**config.mk**
```make
export PLATFORM = sky130hd
export DESIGN_NAME = pipe_stage
export DESIGN_NICKNAME = d
export VERILOG_FILES = /design/src/rtl/pipe_pkg.sv /design/src/rtl/pipe_sat_cnt.sv /design/src/rtl/pipe_stage.sv
export SDC_FILE = /design/constraint.sdc
export NUM_CORES = 1
export LEC_CHECK = 0
export CAP_MARGIN = 25
export CORE_UTILIZATION = 56
export CTS_BUF_LIST = sky130_fd_sc_hd__clkbuf_2 sky130_fd_sc_hd__clkbuf_4 sky130_fd_sc_hd__clkbuf_8
export CTS_CLUSTER_DIAMETER = 80
export DETAILED_ROUTE_END_ITERATION = 16
export PLACE_DENSITY_LB_ADDON = 0.3
export SKIP_LAST_GASP = 1
export SLEW_MARGIN = 15
export SYNTH_ARGS = -nofsm -noshare
export SYNTH_HDL_FRONTEND = slang
export SYNTH_SLANG_ARGS = --single-unit
```
**constraint.sdc**
```tcl
create_clock -name clk_i -period 5.75 [get_ports clk_i]
set_input_delay 1.15 -clock clk_i [delete_from_list [all_inputs] [get_ports clk_i]]
set_output_delay 1.15 -clock clk_i [all_outputs]
set_load 0.03 [all_outputs]
```
**src/rtl/pipe_pkg.sv**
```systemverilog
// Shared types and default widths for the two-entry pipeline stage.
// Imported by the stage, its counter and its handshake interface.
package pipe_pkg;

    localparam int DATA_W_DEF = 32;
    localparam int CTRL_W_DEF = 16;
    localparam int CNT_W_DEF  = 16;

    typedef enum logic [1:0] {
        EMPTY = 2'd0,
        BUSY  = 2'd1,
        FULL  = 2'd2
    } state_e;

    // Entry count is the state encoding itself.
    function automatic logic [1:0] occ_of(state_e s);
        return logic'(s == FULL) ? 2'd2 : (s == BUSY ? 2'd1 : 2'd0);
    endfunction

endpackage

```
**src/rtl/pipe_sat_cnt.sv**
```systemverilog
// Saturating up-counter; sticks at all-ones instead of wrapping.
// Used to count bubble cycles at the stage output.
module pipe_sat_cnt
    import pipe_pkg::*;
#(
    parameter int CNT_W = CNT_W_DEF
) (
    input  logic             clk_i,
    input  logic             rst_n_i,
    input  logic             inc_i,
    output logic [CNT_W-1:0] cnt_o
);
    localparam logic [CNT_W-1:0] ONE = {{(CNT_W-1){1'b0}}, 1'b1};

    logic [CNT_W-1:0] cnt_q, cnt_d;

    // Next count: step by one unless already saturated.
    always_comb begin
        cnt_d = cnt_q;
        if (inc_i && (cnt_q != '1)) begin
            cnt_d = cnt_q + ONE;
        end
    end

    // Count register.
    always_ff @(posedge clk_i or negedge rst_n_i) begin
        if (!rst_n_i) begin
            cnt_q <= '0;
        end else begin
            cnt_q <= cnt_d;
        end
    end

    assign cnt_o = cnt_q;
endmodule

```
**src/rtl/pipe_stage.sv**
```systemverilog
// Two-entry (main + skid) pipeline stage with stall, flush and
// a bubble counter; in_ready_o depends on registered state only.
module pipe_stage
    import pipe_pkg::*;
#(
    parameter int DATA_W = DATA_W_DEF,
    parameter int CTRL_W = CTRL_W_DEF,
    parameter int CNT_W  = CNT_W_DEF
) (
    input  logic              clk_i,
    input  logic              rst_n_i,
    input  logic              in_valid_i,
    output logic              in_ready_o,
    input  logic [DATA_W-1:0] in_data_i,
    input  logic [CTRL_W-1:0] in_ctrl_i,
    output logic              out_valid_o,
    input  logic              out_ready_i,
    output logic [DATA_W-1:0] out_data_o,
    output logic [CTRL_W-1:0] out_ctrl_o,
    input  logic              stall_i,
    input  logic              flush_i,
    output logic [1:0]        occ_o,
    output logic [CNT_W-1:0]  bubble_cnt_o
);
    state_e            state_q, state_d;
    logic [DATA_W-1:0] main_q, main_d;
    logic [CTRL_W-1:0] mctl_q, mctl_d;
    logic [DATA_W-1:0] skid_q, skid_d;
    logic [CTRL_W-1:0] sctl_q, sctl_d;
    logic              in_fire, out_fire;

    assign in_ready_o  = (state_q != FULL);
    assign out_valid_o = (state_q != EMPTY);
    assign occ_o       = occ_of(state_q);
    assign out_data_o  = main_q;
    assign out_ctrl_o  = out_valid_o ? mctl_q : '0;

    assign in_fire  = in_valid_i & in_ready_o & ~stall_i;
    assign out_fire = out_valid_o & out_ready_i & ~stall_i;

    // Next-state and entry movement; flush beats everything else.
    always_comb begin
        state_d = state_q;
        main_d  = main_q;
        mctl_d  = mctl_q;
        skid_d  = skid_q;
        sctl_d  = sctl_q;
        if (flush_i) begin
            state_d = EMPTY;
        end else begin
            unique case (state_q)
                EMPTY: begin
                    if (in_fire) begin
                        state_d = BUSY;
                        main_d  = in_data_i;
                        mctl_d  = in_ctrl_i;
                    end
                end
                BUSY: begin
                    if (in_fire && out_fire) begin
                        main_d = in_data_i;
                        mctl_d = in_ctrl_i;
                    end else if (in_fire) begin
                        state_d = FULL;
                        skid_d  = in_data_i;
                        sctl_d  = in_ctrl_i;
                    end else if (out_fire) begin
                        state_d = EMPTY;
                    end
                end
                FULL: begin
                    if (out_fire) begin
                        state_d = BUSY;
                        main_d  = skid_q;
                        mctl_d  = sctl_q;
                    end
                end
                default: state_d = EMPTY;
            endcase
        end
    end

    // State and entry registers.
    always_ff @(posedge clk_i or negedge rst_n_i) begin
        if (!rst_n_i) begin
            state_q <= EMPTY;
            main_q  <= '0;
            mctl_q  <= '0;
            skid_q  <= '0;
            sctl_q  <= '0;
        end else begin
            state_q <= state_d;
            main_q  <= main_d;
            mctl_q  <= mctl_d;
            skid_q  <= skid_d;
            sctl_q  <= sctl_d;
        end
    end

    pipe_sat_cnt #(
        .CNT_W(CNT_W)
    ) u_bubble (
        .clk_i  (clk_i),
        .rst_n_i(rst_n_i),
        .inc_i  (~out_valid_o),
        .cnt_o  (bubble_cnt_o)
    );
endmodule

```
==> key figures <==
Timing
  – Fin crit share: 61.4%
  – Max Fclk: 0.283 GHz
  – Setup TNS: 0 ns
  – Setup-failing EPs final: 0
  – Max Slew Vio Count: 0
  – Hold Fails Final Rpt: 0
  – Worst rel slew slack: 37.2%
  – Final min period: 3.53 ns
  – Skew final: 0.00954 ns
  – Worst-Margin Slew: 0.942 ns
  – RSZ-0062 raised after global routing: no

Final layout
  – Core Util, Final: 77.7%
  – Share of layout cells above drive strength 1: 17.7%
  – # diodes: 0
  – Commonest cells after routing, fill and taps aside: 120 x clkdlybuf4s50_1, 114 x dfrtp_1, 50 x a21oi_1, 50 x mux2_2
  – # fillers: 575
  – Final nets: 601
  – Commonest non-fill, non-tap cell in the layout: clkdlybuf4s50_1
  – Layout area overhead: 32.9%

Pwr
  – VDD IR-drop max: 0.216 mV
  – PD cells: 359 nW/µm²
  – P_leak: 2.87 nW

Synth
  – Syn avg cell area: 12.0 µm²
  – Async set-reset flop share out of synthesis: 100%
  – Post-synth top area share: 55.2%
  – Syn_nets: 486
  – Post-synth EDFFs: 0
  – Synth Flop Type: dfrtp_1
  – Largest cells by area after synthesis: dfrtp_1 55%, mux2_2 11%, mux2i_1 9.5%
  – Sequential area share after synthesis: 55.2%
  – Post-Syn Area: 5170 µm²
  – Ys Warns: 0
  – Synthesized instance count: 431
  – Yosys reg bits: 114
  – Synth area leader: dfrtp_1
  – Synth unique cells: 32

Floorplan
  – Die W: 98.1 µm
  – I/O pins: 122
  – # rows: 34
  – Die Area: 9620 µm²
  – Area of the core: 8850 µm²
  – Die height: 98.1 µm
  – Initial Utilization: 58.4%

Clock network
  – Sink Count: 114
  – TritonCTS buffer count: 17
  – Htree depth: 4
  – Postcts setup bufs: 0
  – Hold buffer count at cts: 0
  – Clock transition at path regs: 0.07 ns
  – Maximum clock path buffer count: 2
  – Post-CTS Resized: 0
  – Clock tree root driver cell: clkbuf_8
  – Clk_lat worst skew: 0.42 ns
  – CTS tree: done

Detailed routing
  – Routed Antenna Nets: 0
  – DRC Markers: 8
  – Vias: 3874
  – Via-per-instance ratio: 5.81
  – WL per Instance: 17.1 µm
  – Final WL: 11400 µm
  – Initial DRT Pass Iterations: 10
  – DR iter-0 viols: 236

Min path
  – Class of the worst hold path: reg -> reg

Global route
  – Largest net degree at the start of global routing: 98
  – Total grt overflow: 0
  – GRT Total Usage: 25.1%
  – Initial antenna violation count: 0
  – Vias in the first global route: 3905
  – Global-route wire length before repair: 19000 µm

Setup path
  – Worst setup SP type: flip-flop
  – Kind of critical path: reg -> out
  – Worst EP required: 4.60 ns
  – CP Capture Type: output port
  – Worst path arrival time: 2.38 ns
  – CP max FO: 18

Placed design
  – RePlAce Congestion: 0.788
  – DP Wirelength: 7360 µm
  – IO buf count: 121

Status
  – Status: finished, violations left
  – Failing checks: DRC

Flow run
  – Max-cap violations: 0
[report_power, final]
group	internal [W]	switching, W	total [W]
Sequential	0.000954	0.000110	0.00106
Clock	0.000463	0.000312	0.000775
Combinational	0.000291	0.000340	0.000631
Total	0.00171	0.000762	0.00247
[synth_stat cells, types with 2 or more instances]
| master | n |
|---|---|
| a21oi_1 | 50 |
| a31oi_1 | 49 |
| and2_1 | 16 |
| buf_2 | 19 |
| clkbuf_1 | 12 |
| dfrtp_1 | 114 |
| inv_1 | 3 |
| mux2_2 | 50 |
| mux2i_1 | 49 |
| nand2_1 | 13 |
| nand3_1 | 5 |
| nand4_1 | 7 |
| nor2_1 | 8 |
| nor3_1 | 5 |
| nor3_2 | 2 |
| o21ai_0 | 3 |
| xnor2_1 | 5 |
| xor2_1 | 7 |
[cells by family (layout without fill, tap and decap cells)]
logic type,count (synthesis),in the layout,synth area share (%)
flip-flops,114,114,55.2
AO/OA/AOI/OAI,105,105,11.9
multiplexers,100,100,20.6
AND/OR/NAND/NOR,63,63,6.80
buffers and inverters,36,164,3.22
XOR/XNOR,12,12,2.03
adder cells (fa/ha/maj),1,1,0.242
[final timing paths]
kind | endpoint | cells past startpoint | slack (ns) | from
setup reg to reg | mctl_q[2] | 5 | 3.36 | state_q[1]
max in group asynchronous | sctl_q[6] | 3 | 3.91 | rst_n_i
setup / recovery | occ_o[1] | 3 | 2.22 | state_q[1]
hold reg to reg | skid_q[17] | 1 | 0.51 | skid_q[17]
min in group asynchronous | u_bubble.cnt_o[13] | 1 | 0.70 | rst_n_i
hold / removal | skid_q[17] | 1 | 0.51 | skid_q[17]
[worst max-delay path, stage by stage (launching register included)]
cell	delay [ns]
dfrtp_1	0.50
inv_1	0.13
nor2_4	0.52
clkdlybuf4s50_1	0.79
[layout make-up]
cell class	instances	area, µm²	area share, %
repair buffers	128	1270	18.5
multi-input cells	281	2180	31.7
inverters	4	15.0	0.218
clock inverters	10	133	1.93
clock buffers	22	284	4.13
flip-flops and latches	114	2850	41.5
well taps	108	135	1.97
[through the flow]
step / power, W / setup WS, ns / std cells / area [µm²] / hold WS, ns
floorplan: 0.00142 / 3.22 / 431 / 5170 / 0.479
global placement: 0.00167 / 2.30 / 634 / 6440 / 0.487
detailed placement: 0.00170 / 2.22 / 634 / 6440 / 0.494
CTS: 0.00248 / 2.20 / 666 / 6850 / 0.509
global route: 0.00258 / 2.11 / 667 / 6870 / 0.528
finish: 0.00247 / 2.22 / 667 / 6870 / 0.509
[state kept, by name (all words and copies together) (netlist names)]
name,count
u_bubble.cnt_o,16
mctl_q,16
sctl_q,16
out_data_o,32
state_q,2
skid_q,32
[metal layers]
metal	vias to the layer above	global-route usage, %	part of all wire, %
li1	1811	-	-
met1	1930	34.0	44
met2	114	39.8	49
met3	19	7.02	4.6
met4	0	7.46	1.8
met5	-	0	0
No activity file was read; power rests on OpenSTA's default activity.
